===== config.mk =====
export PLATFORM = sky130hd
export DESIGN_NAME = ifid_imm_split
export DESIGN_NICKNAME = d
export VERILOG_FILES = /design/src/rtl/ifid_imm_split.sv
export SDC_FILE = /design/constraint.sdc
export NUM_CORES = 1
export LEC_CHECK = 0
export ABC_AREA = 1
export CAP_MARGIN = 20
export CORE_MARGIN = 3
export CORE_UTILIZATION = 44
export DETAILED_ROUTE_END_ITERATION = 8
export MAX_ROUTING_LAYER = met4
export PLACE_DENSITY_LB_ADDON = 0.08
export RECOVER_POWER = 50
export SLEW_MARGIN = 25
export SYNTH_ARGS = -nofsm -noshare
export SYNTH_HDL_FRONTEND = slang
export SYNTH_SLANG_ARGS = --single-unit

===== constraint.sdc =====
create_clock -name clk -period 2 [get_ports clk]
set_clock_uncertainty 0.15 [all_clocks]
set_input_delay 0.5 -clock clk [delete_from_list [all_inputs] [get_ports clk]]
set_output_delay 0.5 -clock clk [all_outputs]
set_load 0.01 [all_outputs]

===== src/rtl/ifid_imm_split.sv =====
// IF/ID stage: registered output slot plus a one-entry skid buffer, with opcode decode
// and raw immediate slicing for the downstream immediate extender.
module ifid_imm_split #(
    parameter int unsigned XLEN = 32
) (
    input  logic            clk,
    input  logic            reset,
    input  logic            flush,
    input  logic            in_valid,
    output logic            in_ready,
    input  logic [XLEN-1:0] in_inst,
    input  logic [XLEN-1:0] in_pc,
    output logic            out_valid,
    input  logic            out_ready,
    output logic [XLEN-1:0] out_inst,
    output logic [XLEN-1:0] out_pc,
    output logic [11:0]     immTypeI,
    output logic [11:0]     immTypeS,
    output logic [12:0]     immTypeB,
    output logic [19:0]     immTypeU,
    output logic [19:0]     immTypeJ,
    output logic [2:0]      extOp,
    output logic            illegal
);

    localparam logic [2:0] ExtI    = 3'b000;
    localparam logic [2:0] ExtS    = 3'b001;
    localparam logic [2:0] ExtB    = 3'b010;
    localparam logic [2:0] ExtJ    = 3'b011;
    localparam logic [2:0] ExtU    = 3'b100;
    localparam logic [2:0] ExtNone = 3'b111;

    typedef struct packed {
        logic [XLEN-1:0] inst;
        logic [XLEN-1:0] pc;
        logic [11:0]     immI;
        logic [11:0]     immS;
        logic [12:0]     immB;
        logic [19:0]     immU;
        logic [19:0]     immJ;
        logic [2:0]      extOp;
        logic            illegal;
    } entry_t;

    entry_t inDec;
    entry_t outEntry, outEntryD;
    entry_t skidEntry, skidEntryD;
    logic   outValid, outValidD;
    logic   skidValid, skidValidD;
    logic   inReadyQ;
    logic   inFire;
    logic   outFree;

    // Input-side decode; the whole entry is captured into whichever register loads it.
    always_comb begin
        inDec.inst    = in_inst;
        inDec.pc      = in_pc;
        inDec.immI    = in_inst[31:20];
        inDec.immS    = {in_inst[31:25], in_inst[11:7]};
        inDec.immB    = {in_inst[31], in_inst[7], in_inst[30:25], in_inst[11:8], 1'b0};
        inDec.immU    = in_inst[31:12];
        inDec.immJ    = {in_inst[31], in_inst[19:12], in_inst[20], in_inst[30:21]};
        inDec.extOp   = ExtNone;
        inDec.illegal = 1'b0;
        case (in_inst[6:0])
            7'b0000011, 7'b0010011, 7'b1100111, 7'b1110011: inDec.extOp = ExtI;
            7'b0100011:                                     inDec.extOp = ExtS;
            7'b1100011:                                     inDec.extOp = ExtB;
            7'b0110111, 7'b0010111:                         inDec.extOp = ExtU;
            7'b1101111:                                     inDec.extOp = ExtJ;
            7'b0110011, 7'b0001111:                         inDec.extOp = ExtNone;
            default:                                        inDec.illegal = 1'b1;
        endcase
    end

    assign inFire  = in_valid & inReadyQ;
    assign outFree = !outValid | out_ready;

    always_comb begin
        outValidD  = outValid;
        skidValidD = skidValid;
        outEntryD  = outEntry;
        skidEntryD = skidEntry;
        if (outFree) begin
            if (skidValid) begin
                outEntryD = skidEntry;
                outValidD = 1'b1;
                if (inFire) begin
                    skidEntryD = inDec;
                end else begin
                    skidValidD = 1'b0;
                end
            end else if (inFire) begin
                outEntryD = inDec;
                outValidD = 1'b1;
            end else begin
                outValidD = 1'b0;
            end
        end else if (inFire) begin
            skidEntryD = inDec;
            skidValidD = 1'b1;
        end
    end

    always_ff @(posedge clk) begin
        if (reset) begin
            outValid  <= 1'b0;
            skidValid <= 1'b0;
            inReadyQ  <= 1'b1;
            outEntry  <= '{inst: '0, pc: '0, immI: '0, immS: '0, immB: '0, immU: '0,
                           immJ: '0, extOp: ExtNone, illegal: 1'b0};
            skidEntry <= '0;
        end else if (flush) begin
            // Drop everything buffered but leave the visible data fields untouched.
            outValid  <= 1'b0;
            skidValid <= 1'b0;
            inReadyQ  <= 1'b1;
        end else begin
            outValid  <= outValidD;
            skidValid <= skidValidD;
            inReadyQ  <= !skidValidD;
            outEntry  <= outEntryD;
            skidEntry <= skidEntryD;
        end
    end

    assign in_ready  = inReadyQ;
    assign out_valid = outValid;
    assign out_inst  = outEntry.inst;
    assign out_pc    = outEntry.pc;
    assign immTypeI  = outEntry.immI;
    assign immTypeS  = outEntry.immS;
    assign immTypeB  = outEntry.immB;
    assign immTypeU  = outEntry.immU;
    assign immTypeJ  = outEntry.immJ;
    assign extOp     = outEntry.extOp;
    assign illegal   = outEntry.illegal;

endmodule


==> results by group <==
Outcome
  • Status: completed

Placed design
  • Placed insts: 1,087
  • Post-detail-place hpwl: 10.73 mm
  • Routability cong.: 0.7694
  • PortBufs: 214
  • Pre-CTS WS: -0.1806 ns
  • Placed Area: 0.007856 mm²

Layout
  • FF/Latch Area: 0.002785 mm²
  • Diode count: 0
  • Fillers: 1,244
  • Post-Route Utilization: 61.92%
  • Layout cells sized above 1: 7.105%
  • Area growth from synthesis to layout: 36.83%
  • Layout Nets: 999
  • Non-filler instance count after layout: 1,119
  • Multi-input logic area: 0.002306 mm²
  • Final instance area: 0.008265 mm²

Hold path
  • Worst hold path type: input port to register
  • Hold Crit Start: reset

Clock network
  • # Post-CTS Setup Buffers: 0
  • TritonCTS clock tree: yes
  • Reg clk slew, reported paths: 0.05 ns
  • Root Driver: clkbuf_16
  • H-tree Lvls: 4
  • TritonCTS Sinks: 139
  • Worst-skew pair later-pin latency: 0.41 ns
  • CTS Buf Count: 17
  • CTS max path bufs: 2

Route
  • Antenna Violating Nets Remaining: 0
  • DRT Pass-1 Iters: 5
  • Wirelength per Cell: 14.32 µm
  • Via Count: 5,695
  • DRT iter0 DRCs: 553
  • # DRC: 0
  • Total wire length: 16.02 mm
  • Number of vias per cell: 5.089

Setup path
  • Crit path cell chain: clkdlybuf4s50_1
  • Max stage delay on crit path: 0.57 ns
  • Delay-heaviest family, CP: buffers and inverters
  • R2r startpoint: out_valid
  • Critical-path top delay cell: clkdlybuf4s50_1
  • Setup crit start: extOp[0]
  • Setup CP Type: register to output pin
  • Req. time, crit path: 1.35 ns
  • Critical Path AT: 1.31 ns
  • WP buf/inv: 1
  • Crit path max fanout: 2
  • Endpoint kind of the worst setup timing path: output pin
  • Startpoint type of the worst setup path: register

Pwr
  • Leakage: 3.460 nW
  • Seq pwr share: 43.4%
  • Pwr Density: 826.1 mW/mm²
  • Sw frac: 23.22%
  • Maximum vdd ir drop: 0.5095 mV
  • Switching power: 1.586 mW
  • Internal power: 5.243 mW
  • Logic pwr share: 13.2%
  • Clk pwr share: 43.4%

Yosys
  • Largest area contributor in the netlist: dfxtp_1
  • Sequential fraction of the synthesis area: 46.06%
  • Post-Syn Nets: 870
  • Yosys top cell area share: 46.06%
  • Most common cell in the netlist: nand2_1
  • Post-Syn Instances: 801
  • Synthesized area per cell: 7.542 µm²
  • Synth cell count leaders: 271 x nand2_1, 139 x dfxtp_1, 81 x buf_4
  • Ys flop type: dfxtp_1
  • Ys Warns: 0
  • Seq cells post-synth: 139
  • Synth async-reset ratio: 0%
  • Main area contributors after synthesis: dfxtp_1 46%, nand2_1 17%, buf_4 10%, a31oi_1 6.6%, a21oi_1 5.9%
  • Post-Synthesis Cell Area: 0.006041 mm²
  • Netlist cell types: 23
  • Post-synth EDFFs: 0

Die
  • IO Pins: 216
  • Die X: 123.2 µm
  • Die area: 0.01517 mm²
  • Die H: 123.2 µm
  • Row Count: 42
  • Core area: 0.01335 mm²
  • Initial Util: 45.26%

Global routing
  • Antenna violations before repair: 0
  • Total GRT Usage: 21.75%
  • Global-route wire length before repair: 25.79 mm
  • Total gr overflow: 0
  • Pin count of the biggest net entering global routing: 70
  • Vias in the first global route: 5,464

STA
  • Hold slack: 0.2854 ns
  • Min setup slack post-route: 0.04248 ns
  • Hold Vio Cnt, Final: 0
  • Max Fclk: 510.9 MHz
  • Final Cycle Share: 97.88%
  • Slew Viols, Final: 0
  • RSZ-0062 raised after global routing: false
  • Final Setup Violations: 0
  • Final min period: 1.958 ns

Job
  • MaxCap Viol Count: 0
==> worst paths after layout <==
path         depth (start not counted)             end  slack [ns]
max                                  1        extOp[0]        0.04
min                                  2   skidEntry[19]        0.29
min reg2reg                          2  skidEntry[107]        0.32
max reg2reg                          9   skidEntry[11]        0.31
==> stage by stage <==
step / total power [mW] / setup TNS, ns
after floorplan: 3.513 / 0
after global placement: 4.019 / -11.55
after detailed placement: 4.036 / -14.66
after CTS: 6.937 / 0
after global routing: 7.119 / 0
final: 6.828 / 0
==> cell type report <==
type                            instances  area share, %
Inverter                               19         0.8629
Timing Repair Buffer                  244          28.07
Clock buffer                           23          5.662
Tap cell                              176          2.664
Sequential cell                       139          33.70
Clock inverter                          9          1.150
Multi-Input combinational cell        509          27.90
==> registers in the layout (all words and copies together) (netlist names) <==
name and flops:
extOp 3, illegal 1, immTypeB 1, in_ready 1
out_inst 31, out_pc 32, out_valid 1, skidEntry 68
skidValid 1
==> cells in the final DEF, fill, tap and decap left out, drive strengths merged, types with 7 or more instances in the layout <==
cell,netlist,final
a21oi,71,71
a31oi,64,64
buf,100,28
clkbuf,34,30
clkdlybuf4s25,0,27
clkdlybuf4s50,0,100
clkinv,1,7
dfxtp,139,139
dlygate4sd2,0,80
inv,18,19
nand2,272,272
nand3,7,7
nor2,11,11
o21ai,76,76
==> per-layer routing <==
metal,share of wire (%),wire length [µm],up-vias,global-route usage (%)
li1,-,-,2828,-
met2,51,8102,189,37.89
met5,0,0,-,-
met1,42,6748,2662,24.78
met4,1.6,254,0,8.028
met3,5.7,916,16,4.254
==> power groups by stage <==
stage	logic, mW	clock network (mW)	registers (mW)
final	0.900	2.97	2.96
after global routing	0.982	3.16	2.98
after CTS	0.936	3.03	2.97
after detailed placement	1.01	0	3.03
after global placement	0.998	0	3.02
after floorplan	0.455	0	3.06
==> kinds of logic (layout without fill, tap and decap cells) <==
group | after synthesis | in the layout | share of synthesized area, %
simple gates | 294 | 294 | 19.14
compound gates | 214 | 214 | 19.18
buf+inv | 153 | 295 | 15.55
flops | 139 | 139 | 46.06
other cells | 1 | 1 | 0.06208
==> what timing repair did <==
| action | CTS | global route |
|---|---|---|
| resized for setup | 85 | 31 |
| gates cloned | 0 | 0 |
| hold buffers | 0 | 0 |
| endpoints found under the setup margin | 94 | 31 |
(Power assumes the default switching activity.)
